--- config.mk ---
export PLATFORM = sky130hd
export DESIGN_NAME = lcd_byte_sequencer_flat
export DESIGN_NICKNAME = d
export VERILOG_FILES = /design/src/rtl/lcd_byte_sequencer_pkg.sv /design/src/rtl/lcd_byte_sequencer_if.sv /design/src/rtl/lcd_byte_sequencer_timer.sv /design/src/rtl/lcd_byte_sequencer.sv /design/src/flat_wrapper.sv
export SDC_FILE = /design/constraint.sdc
export NUM_CORES = 1
export LEC_CHECK = 0
export CAP_MARGIN = 10
export CORE_ASPECT_RATIO = 1.4
export CORE_UTILIZATION = 33
export CTS_CLUSTER_DIAMETER = 100
export DETAILED_ROUTE_END_ITERATION = 7
export GPL_ROUTABILITY_DRIVEN = 0
export PLACE_DENSITY = 0.52
export SETUP_SLACK_MARGIN = 0.1
export SYNTH_ARGS = -nofsm -noshare
export SYNTH_HDL_FRONTEND = slang
export SYNTH_HIERARCHICAL = 1
export SYNTH_SLANG_ARGS = --single-unit
export TNS_END_PERCENT = 100
--- constraint.sdc ---
create_clock -name i_clk -period 8.1 [get_ports i_clk]
set_input_delay 0.81 -clock i_clk [delete_from_list [all_inputs] [get_ports i_clk]]
set_output_delay 0.81 -clock i_clk [all_outputs]
set_load 0.05 [all_outputs]
--- src/rtl/lcd_byte_sequencer_pkg.sv ---
// Shared types and constants for the LCD byte sequencer: FSM states, the
// 4-bit init sequence, init command bytes and microsecond-to-cycle conversion.
package lcd_byte_sequencer_pkg;

    typedef enum logic [2:0] {
        S_PWR_WAIT,
        S_INIT_NIB,
        S_INIT_GAP,
        S_IDLE,
        S_HI,
        S_HI_WAIT,
        S_LO,
        S_LO_WAIT
    } lcd_seq_state_t;

    localparam logic [3:0] INIT_NIBS  [4] = '{4'h3, 4'h3, 4'h3, 4'h2};
    localparam logic [7:0] INIT_BYTES [4] = '{8'h28, 8'h0C, 8'h01, 8'h06};

    localparam logic [7:0] LCD_CMD_CLEAR = 8'h01;
    localparam logic [7:0] LCD_CMD_HOME  = 8'h02;
    localparam logic [7:0] LCD_CMD_DDRAM = 8'h80;

    // ceil(clk_hz * us / 1e6), computed in 64 bits so MHz clocks with
    // multi-millisecond waits do not overflow; never returns 0.
    function automatic int unsigned us_to_cycles(input int unsigned clk_hz,
                                                 input int unsigned us);
        longint unsigned prod;
        int unsigned     cyc;
        prod = 64'(clk_hz) * 64'(us);
        cyc  = 32'((prod + 64'd999_999) / 64'd1_000_000);
        return (cyc == 0) ? 1 : cyc;
    endfunction

endpackage

--- src/rtl/lcd_byte_sequencer_if.sv ---
// Byte-side and nibble-side handshake bundle of the LCD byte sequencer.
interface lcd_byte_sequencer_if;
    logic [7:0] i_byte;
    logic       i_byte_rs;
    logic       i_byte_valid;
    logic       o_byte_ready;
    logic [3:0] o_nib_data;
    logic       o_nib_rs;
    logic       o_nib_valid;
    logic       i_nib_ready;
    logic       o_init_done;

    modport slave (
        input  i_byte, i_byte_rs, i_byte_valid, i_nib_ready,
        output o_byte_ready, o_nib_data, o_nib_rs, o_nib_valid, o_init_done
    );

    modport master (
        output i_byte, i_byte_rs, i_byte_valid, i_nib_ready,
        input  o_byte_ready, o_nib_data, o_nib_rs, o_nib_valid, o_init_done
    );
endinterface

--- src/rtl/lcd_byte_sequencer_timer.sv ---
// Cycle delay timer: counts while i_start is held, pulses o_done on the
// i_cycles-th counted cycle and is back at zero whenever i_start is low.
module lcd_delay_timer #(
    parameter int unsigned WIDTH = 16
) (
    input  logic             i_clk,
    input  logic             i_rst_n,
    input  logic             i_start,
    input  logic [WIDTH-1:0] i_cycles,
    output logic             o_done
);

    logic [WIDTH-1:0] cnt_q, cnt_d;

    assign o_done = i_start && (cnt_q == i_cycles - WIDTH'(1));

    always_comb begin
        cnt_d = '0;
        if (i_start && !o_done) cnt_d = cnt_q + WIDTH'(1);
    end

    always_ff @(posedge i_clk or negedge i_rst_n) begin
        if (!i_rst_n) cnt_q <= '0;
        else          cnt_q <= cnt_d;
    end

endmodule

--- src/rtl/lcd_byte_sequencer.sv ---
// Runs the HD44780 4-bit power-on init, then splits upstream bytes into
// high/low nibbles over a valid/ready handshake to the nibble interface.
module lcd_byte_sequencer
    import lcd_byte_sequencer_pkg::*;
#(
    parameter int unsigned CLK_HZ        = 27_000_000,
    parameter int unsigned POWERUP_US    = 40_000,
    parameter int unsigned INIT_WAIT1_US = 4_100,
    parameter int unsigned INIT_WAIT2_US = 100
) (
    input  logic                 i_clk,
    input  logic                 i_rst_n,
    lcd_byte_sequencer_if.slave  bus
);

    localparam int unsigned PWR_CYC   = us_to_cycles(CLK_HZ, POWERUP_US);
    localparam int unsigned WAIT1_CYC = us_to_cycles(CLK_HZ, INIT_WAIT1_US);
    localparam int unsigned WAIT2_CYC = us_to_cycles(CLK_HZ, INIT_WAIT2_US);
    localparam int unsigned MAX_A     = (PWR_CYC > WAIT1_CYC) ? PWR_CYC : WAIT1_CYC;
    localparam int unsigned MAX_CYC   = (MAX_A > WAIT2_CYC) ? MAX_A : WAIT2_CYC;
    localparam int unsigned CW        = $clog2(MAX_CYC + 1);

    lcd_seq_state_t state_q, state_d;
    logic [1:0]     step_q, step_d;
    logic [1:0]     ibyte_q, ibyte_d;
    logic [7:0]     byte_q, byte_d;
    logic           brs_q, brs_d;
    logic [3:0]     nib_data_q, nib_data_d;
    logic           nib_rs_q, nib_rs_d;
    logic           init_done_q, init_done_d;
    logic           gap_run_q, gap_run_d;

    logic           timer_run;
    logic [CW-1:0]  timer_cycles;
    logic           timer_done;
    logic           nib_valid;
    logic [7:0]     next_init_byte;

    assign nib_valid      = (state_q == S_INIT_NIB) || (state_q == S_HI) || (state_q == S_LO);
    assign next_init_byte = INIT_BYTES[ibyte_q + 2'd1];

    // The init gap only starts counting once the downstream reports idle,
    // and keeps counting from then on even if ready toggles.
    assign timer_run    = (state_q == S_PWR_WAIT) ||
                          ((state_q == S_INIT_GAP) && (gap_run_q || bus.i_nib_ready));
    assign timer_cycles = (state_q == S_PWR_WAIT) ? CW'(PWR_CYC)   :
                          (step_q == 2'd0)        ? CW'(WAIT1_CYC) : CW'(WAIT2_CYC);

    lcd_delay_timer #(.WIDTH(CW)) u_timer (
        .i_clk    (i_clk),
        .i_rst_n  (i_rst_n),
        .i_start  (timer_run),
        .i_cycles (timer_cycles),
        .o_done   (timer_done)
    );

    always_comb begin
        state_d     = state_q;
        step_d      = step_q;
        ibyte_d     = ibyte_q;
        byte_d      = byte_q;
        brs_d       = brs_q;
        nib_data_d  = nib_data_q;
        nib_rs_d    = nib_rs_q;
        init_done_d = init_done_q;
        gap_run_d   = 1'b0;

        case (state_q)
            S_PWR_WAIT: begin
                if (timer_done) begin
                    state_d    = S_INIT_NIB;
                    step_d     = 2'd0;
                    nib_data_d = INIT_NIBS[0];
                    nib_rs_d   = 1'b0;
                end
            end
            S_INIT_NIB: begin
                if (bus.i_nib_ready) state_d = S_INIT_GAP;
            end
            S_INIT_GAP: begin
                gap_run_d = timer_run && !timer_done;
                if (timer_done) begin
                    if (step_q == 2'd3) begin
                        state_d    = S_HI;
                        ibyte_d    = 2'd0;
                        byte_d     = INIT_BYTES[0];
                        brs_d      = 1'b0;
                        nib_data_d = INIT_BYTES[0][7:4];
                        nib_rs_d   = 1'b0;
                    end else begin
                        state_d    = S_INIT_NIB;
                        step_d     = step_q + 2'd1;
                        nib_data_d = INIT_NIBS[step_q + 2'd1];
                    end
                end
            end
            S_IDLE: begin
                if (bus.i_byte_valid) begin
                    state_d    = S_HI;
                    byte_d     = bus.i_byte;
                    brs_d      = bus.i_byte_rs;
                    nib_data_d = bus.i_byte[7:4];
                    nib_rs_d   = bus.i_byte_rs;
                end
            end
            S_HI: begin
                if (bus.i_nib_ready) state_d = S_HI_WAIT;
            end
            S_HI_WAIT: begin
                if (bus.i_nib_ready) begin
                    state_d    = S_LO;
                    nib_data_d = byte_q[3:0];
                    nib_rs_d   = brs_q;
                end
            end
            S_LO: begin
                if (bus.i_nib_ready) state_d = S_LO_WAIT;
            end
            S_LO_WAIT: begin
                if (bus.i_nib_ready) begin
                    state_d = S_IDLE;
                    if (!init_done_q) begin
                        if (ibyte_q == 2'd3) begin
                            init_done_d = 1'b1;
                        end else begin
                            state_d    = S_HI;
                            ibyte_d    = ibyte_q + 2'd1;
                            byte_d     = next_init_byte;
                            brs_d      = 1'b0;
                            nib_data_d = next_init_byte[7:4];
                            nib_rs_d   = 1'b0;
                        end
                    end
                end
            end
        endcase
    end

    always_ff @(posedge i_clk or negedge i_rst_n) begin
        if (!i_rst_n) begin
            state_q     <= S_PWR_WAIT;
            step_q      <= '0;
            ibyte_q     <= '0;
            byte_q      <= '0;
            brs_q       <= 1'b0;
            nib_data_q  <= '0;
            nib_rs_q    <= 1'b0;
            init_done_q <= 1'b0;
            gap_run_q   <= 1'b0;
        end else begin
            state_q     <= state_d;
            step_q      <= step_d;
            ibyte_q     <= ibyte_d;
            byte_q      <= byte_d;
            brs_q       <= brs_d;
            nib_data_q  <= nib_data_d;
            nib_rs_q    <= nib_rs_d;
            init_done_q <= init_done_d;
            gap_run_q   <= gap_run_d;
        end
    end

    assign bus.o_nib_valid  = nib_valid;
    assign bus.o_nib_data   = nib_data_q;
    assign bus.o_nib_rs     = nib_rs_q;
    assign bus.o_byte_ready = (state_q == S_IDLE);
    assign bus.o_init_done  = init_done_q;

endmodule
--- src/flat_wrapper.sv ---
// flat-port wrapper written by rule: the top's interface ports become plain ports
module lcd_byte_sequencer_flat import lcd_byte_sequencer_pkg::*;
#(
    parameter int unsigned CLK_HZ        = 27_000_000,
    parameter int unsigned POWERUP_US    = 40_000,
    parameter int unsigned INIT_WAIT1_US = 4_100,
    parameter int unsigned INIT_WAIT2_US = 100
)
  (i_clk, i_rst_n, bus_i_byte, bus_i_byte_rs, bus_i_byte_valid, bus_i_nib_ready, bus_o_byte_ready, bus_o_nib_data, bus_o_nib_rs, bus_o_nib_valid, bus_o_init_done);
  lcd_byte_sequencer_if bus_i ();
  input  logic i_clk;
  input  logic i_rst_n;
  input wire logic [$bits(bus_i.i_byte)-1:0] bus_i_byte;
  input wire logic [$bits(bus_i.i_byte_rs)-1:0] bus_i_byte_rs;
  input wire logic [$bits(bus_i.i_byte_valid)-1:0] bus_i_byte_valid;
  input wire logic [$bits(bus_i.i_nib_ready)-1:0] bus_i_nib_ready;
  output wire logic [$bits(bus_i.o_byte_ready)-1:0] bus_o_byte_ready;
  output wire logic [$bits(bus_i.o_nib_data)-1:0] bus_o_nib_data;
  output wire logic [$bits(bus_i.o_nib_rs)-1:0] bus_o_nib_rs;
  output wire logic [$bits(bus_i.o_nib_valid)-1:0] bus_o_nib_valid;
  output wire logic [$bits(bus_i.o_init_done)-1:0] bus_o_init_done;
  assign bus_i.i_byte = bus_i_byte;
  assign bus_i.i_byte_rs = bus_i_byte_rs;
  assign bus_i.i_byte_valid = bus_i_byte_valid;
  assign bus_i.i_nib_ready = bus_i_nib_ready;
  assign bus_o_byte_ready = bus_i.o_byte_ready;
  assign bus_o_nib_data = bus_i.o_nib_data;
  assign bus_o_nib_rs = bus_i.o_nib_rs;
  assign bus_o_nib_valid = bus_i.o_nib_valid;
  assign bus_o_init_done = bus_i.o_init_done;
  lcd_byte_sequencer #(.CLK_HZ(CLK_HZ), .POWERUP_US(POWERUP_US), .INIT_WAIT1_US(INIT_WAIT1_US), .INIT_WAIT2_US(INIT_WAIT2_US)) u_core (.i_clk(i_clk), .i_rst_n(i_rst_n), .bus(bus_i));
endmodule
## After elaboration in Yosys (flattened, before gate mapping)

Index checks and enable logic that the tools add are counted.

| storage, ports and cells | value |
|---|---|
| register bits | 40 |
| output and inout bits | 8 |

| operators by class | value |
|---|---|
| $add $sub $neg | 4 |
| order comparisons | 2 |
| equality and inequality tests | 22 |
| muxes and demuxes | 60 |
| bitwise operators | 2 |
| reductions and logical operators | 21 |

Operators with widths:

| operator | number |
|---|---|
| two-way mux 4 bit | 16 |
| two-way mux 21 bit | 2 |
| two-way mux 3 bit | 11 |
| one-hot mux 3 bit (8 select lines) | 1 |
| adder 21 x 1 -> 21 bit (second input constant) | 1 |
| == test 21 bit | 1 |
| subtractor 21 x 1 -> 21 bit (second input constant) | 1 |
| inequality test 2 bit (second input constant) | 10 |
| one-hot mux 4 bit (5 select lines) | 1 |
| two-way mux 17 bit | 1 |
| binary-select mux 8 bit (select 2 bit) | 1 |
| two-way mux 2 bit | 8 |
| two-way mux 8 bit | 2 |
| AND reduction 8 bit | 2 |
| == test 3 bit (second input constant) | 4 |
| one-hot mux 4 bit (3 select lines) | 1 |
| two-way mux 1 bit | 11 |
| AND reduction 9 bit | 1 |
| binary-select mux 4 bit (select 2 bit) | 1 |
| one-hot mux 2 bit (2 select lines) | 2 |
| AND reduction 7 bit | 1 |
| == test 3 x 2 -> 1 bit (second input constant) | 2 |
| greater-or-equal comparator 3 bit (second input constant) | 2 |
| NOT 2 -> 3 bit | 2 |
| 17 further kinds | 26 |

## Logic depth before layout (Yosys ltp)

| logic depth | value |
|---|---|
| depth in word-level cells | 9 |
| gate-level depth with buffers | 15 |

## Modules after synthesis

The synthesis kept the hierarchy.

Modules (own cells, without submodules):

| module | times used | cells an instance | area each (um^2) |
|---|---|---|---|
| lcd_delay_timer | 1 | 214 | 1823.0 |
| lcd_byte_sequencer | 1 | 143 | 1315.0 |

## Least setup slack after synthesis

OpenSTA, ideal clock, no wires.

| timing path | value |
|---|---|
| path type | register to register |
| from | reg u_core.state_q[0] |
| to | reg u_core.nib_data_q[0] (netlist: u_core/bus.o_nib_data[0]) |
| arrival | 4.676 ns |
| setup slack | 3.297 ns |
| cell stages (with the launch flop) | 16 |
| path buffers | 2 |
| clock period less this slack | 4.803 ns |
| cells stage by stage | dfrtp_1 buf_2 buf_2 or3_1 and2_1 inv_1 or4_4 or4_4 or3_1 a22oi_1 and4b_4 and3_1 nor3b_2 a311oi_4 nor2_2 mux2_1 |

| on the way | value |
|---|---|
| word-level cells in the longest chain between the ends | 7 |
| elaborated cells on any way between the ends | 21 |

Ends and longest elaborated chain:

| element | line | source |
|---|---|---|
| start, declared | lcd_byte_sequencer.sv:23 | `lcd_seq_state_t state_q, state_d;` |
| start signal, assigned | lcd_byte_sequencer.sv:151 | `state_q <= state_d;` |
| zero test 3 bit (*) | lcd_byte_sequencer.sv:46 | `assign timer_cycles = (state_q == S_PWR_WAIT) ? CW'(PWR_CYC) :` |
| two-way mux 21 bit (*) | lcd_byte_sequencer.sv:46 |  |
| via u_core.timer_cycles[2] | lcd_byte_sequencer.sv:34 | `logic [CW-1:0] timer_cycles;` |
| subtractor 21 x 1 -> 21 bit (*) | lcd_byte_sequencer_timer.sv:15 | `assign o_done = i_start && (cnt_q == i_cycles - WIDTH'(1));` |
| == test 21 bit (*) | lcd_byte_sequencer_timer.sv:15 |  |
| logical AND 1 bit (*) | lcd_byte_sequencer_timer.sv:15 |  |
| via u_core.timer_done | lcd_byte_sequencer.sv:35 | `logic timer_done;` |
| inequality test 2 x 1 -> 1 bit (no line) | - |  |
| AND reduction 8 bit (no line) (*) | - |  |
| end signal, assigned | lcd_byte_sequencer.sv:156 | `nib_data_q <= nib_data_d;` |
| end, declared | lcd_byte_sequencer.sv:28 | `logic [3:0] nib_data_q, nib_data_d;` |

The timed path passes the listed nets; every way through them passes the cells marked *.
A chain may end at the register's enable or synchronous reset.

## Final worst setup path

| timing path | value |
|---|---|
| from | reg u_core.state_q[2] |
| to | reg u_core.nib_data_q[0] (netlist: u_core/bus.o_nib_data[0]) |

Same word-level chain as after synthesis.

==> impl_metrics.csv <==
group,metric,value,unit
status,status,"complete, no violations",
logic_synthesis,avgSynthCellArea,8.79,µm²
worst_setup_path,end_kind,"flip-flop",
sta,min_period_over_period,74.0,%
drt,routed_wl,7.89,mm
floorplan,die_w,84.4,µm
final_layout,syn_to_final_growth,15.4,%
sta,finalMaxSlewViolations,0,
floorplan,die_h,117,µm
grt,grt_start_max_net_pins,41,
floorplan,fp.dieArea,9910,µm²
cts,cts_htree_levels,2,
final_layout,nets,414,
cts,cts_made_buffers,5,
final_layout,drive_above_1_share,7.89,%
grt,grt_usage,16.8,%
cts,post_cts_buffers,0,
floorplan,fp.coreArea,9130,µm²
worst_setup_path,slowest_stage,"a31oi_2",
worst_setup_path,crit_required,8.26,ns
cts,cts_hold_buf,0,
final_layout,n_antenna_cell,0,
cts,clockBufferDepth,2,
drt,postRouteAntennaNets,0,
floorplan,initial_core_util,34.4,%
logic_synthesis,synth-async-reset-ratio,100,%
final_layout,mostFrequentLayoutCell,"dfrtp_1",
sta,setup_viol,0,
cts,cts_resized,0,
place,placed_cells,493,
logic_synthesis,synthFlopType,"dfrtp_1",
grt,grt_overflow_total,0,
cts,clk_pin_slew,0.06,ns
sta,worst_pin_slew,1.11,ns
place,dp_hpwl,5.95,mm
logic_synthesis,syn-cell-area,3140,µm²
drt,drt_iter0_drc,177,
grt,antenna_found_initial,0,
pwr,power_density,113,nW/µm²
worst_setup_path,crit_type,"reg -> reg",
drt,drt-wirelength-per-cell,15.8,µm
worst_setup_path,cp.arrival,6.15,ns
logic_synthesis,synth_edf_count,0,
floorplan,rows,41,
cts,cts_root_buf,"clkbuf_16",
worst_setup_path,startpoint_type,"flip-flop",
worst_setup_path,cp_slowest_stage_delay,0.87,ns
floorplan,ios,21,
cts,cts_sinks,40,
pwr,peakVddDrop,0.0810,mV
sta,max_slew_margin,25.8,%
logic_synthesis,ys_warn_count,6,
min_path,hp-class,"reg -> reg",
worst_setup_path,cp_max_fo,25,
sta,fmax,167,MHz
place,dpl_cell_area,3490,µm²
drt,vias,2720,
sta,timing.setup.tns,0,ns
cts,cts_tree,"built",
logic_synthesis,syn_inst,357,
pwr,power_leakage,1.43,nW
drt,dr.pass1.iters,4,
sta,hold_viol,0,
sta,rsz0062_at_grt,"no",
final_layout,layoutNonFillerInstCount,500,
place,port_buffers,20,
worst_setup_path,crit_family,"simple AND/OR/NAND/NOR gates",
logic_synthesis,synth.distinct_cells,71,
grt,grt_pass1_wl,13.2,mm
run,maxCapViolCount,0,
sta,fin_skew,0.00441,ns
sta,min_period,5.99,ns
logic_synthesis,ys_ff_latch,40,
grt,grt_pass1_vias,2808,
final_layout,final_cell_mix,"dfrtp_1 (40), nand2_1 (32), xnor2_1 (30)",
final_layout,design_area,3620,µm²
logic_synthesis,seq_area_frac_synth,31.9,%
drt,drc,0,
final_layout,fin_util,39.7,%
worst_setup_path,crit_buf_inv,1,
drt,avgViaCountPerCell,5.44,
worst_setup_path,path_cells,"or3_1, and2_1, inv_1, nor4_2, nand3_1, nor4bb_1, o22ai_1, a31oi_2, and3_1, nor3b_2, a311oi_4, nor2_2, mux2_1",
cts,clkLatencyLatePin,0.28,ns
## sequential cells by signal, summed over array words and instances (netlist names)
register,flops
u_core/u_timer/cnt_q,21
u_core/bus.o_nib_data,4
u_core/byte_q,4
u_core/state_q,3
u_core/ibyte_q,2
u_core/step_q,2
u_core/brs_q,1
u_core/bus.o_init_done,1
u_core/bus.o_nib_rs,1
u_core/gap_run_q,1
## final cells by class
type	instances	area (µm²)
Fill cell	933	5510
Multi-Input combinational cell	309	2090
Sequential cell	40	1000
Timing Repair Buffer	21	203
Tap cell	107	134
Clock buffer	6	129
Inverter	16	60.1
Clock inverter	1	5.00
## worst paths after layout
path | to | cells past startpoint | slack [ns] | start
min in group asynchronous | u_core/u_timer/cnt_q[16] | 1 | 0.67 | i_rst_n
min reg2reg | u_core/byte_q[2] | 1 | 0.51 | u_core/byte_q[2]
max in group asynchronous | u_core/u_timer/cnt_q[3] | 1 | 6.87 | i_rst_n
min | u_core/byte_q[2] | 1 | 0.51 | u_core/byte_q[2]
max reg2reg | u_core/bus.o_nib_data[0] | 13 | 2.11 | u_core/state_q[2]
max | u_core/bus.o_nib_data[0] | 13 | 2.11 | u_core/state_q[2]
## cells in the mapped netlist, drive strengths merged (3+ instances only)
library cell	count	area (µm²)
dfrtp	40	1000
nand2	32	120
xnor2	30	263
a21oi	22	118
o21ai	19	95.1
nor2	18	72.6
inv	15	56.3
a211oi	12	103
nand3	12	60.1
xor2	12	105
and3	8	50.1
buf	8	52.6
clkbuf	8	30.0
ha	8	100
nand4	8	50.1
nor3	8	40.0
nand2b	7	43.8
a22oi	5	37.5
mux2	5	56.3
nor2b	5	31.3
nor4	5	37.5
a22o	4	35.0
a31oi	4	25.0
mux2i	4	40.0
o22ai	4	25.0
o41ai	4	35.0
or3	4	26.3
nand3b	3	22.5
nor3b	3	27.5
or4	3	30.0
## through the flow
step                total power [mW]  worst slack, ns  hold slack, ns
global placement               0.226             2.28           0.494
finish                         0.411             2.11           0.511
detailed placement             0.226             2.14           0.498
global route                   0.428             1.52           0.543
CTS                            0.417             2.15           0.511
floorplan                      0.213             3.30           0.482
## kinds of logic (layout without fill, tap and decap cells)
kind of cell,count (synthesis),count (layout),share of synthesized area (%)
buf+inv,32,44,4.55
compound gates,95,95,21.5
fa+ha+maj,8,8,3.19
flops,40,40,31.9
simple gates,130,130,24.0
other cells,1,25,0.120
mux,9,9,3.07
xor+xnor,42,42,11.7
## worst reg2reg max path: stages (launching register included)
cell and delay [ns]:
dfrtp_1 0.85, or3_1 0.52, and2_1 0.58, inv_1 0.40, nor4_2 0.60, nand3_1 0.21, nor4bb_1 0.30, o22ai_1 0.12
a31oi_2 0.87, and3_1 0.42, nor3b_2 0.34, a311oi_4 0.12, nor2_2 0.21, mux2_1 0.33
## layer usage
metal	global-route usage, %	part of all wire [%]	up-vias
li1	-	-	1358
met1	18.0	39	1282
met2	31.5	54	59
met3	2.25	2.9	21
met4	9.00	4.1	0
met5	0	0	-
## report_power, final
| group | total, mW | switching (mW) | internal, mW |
|---|---|---|---|
| clock | 0.189 | 0.0766 | 0.112 |
| sequential | 0.200 | 0 | 0.200 |
| combinational | 0.0224 | 0.0129 | 0.00949 |
(Power assumes the default switching activity.)
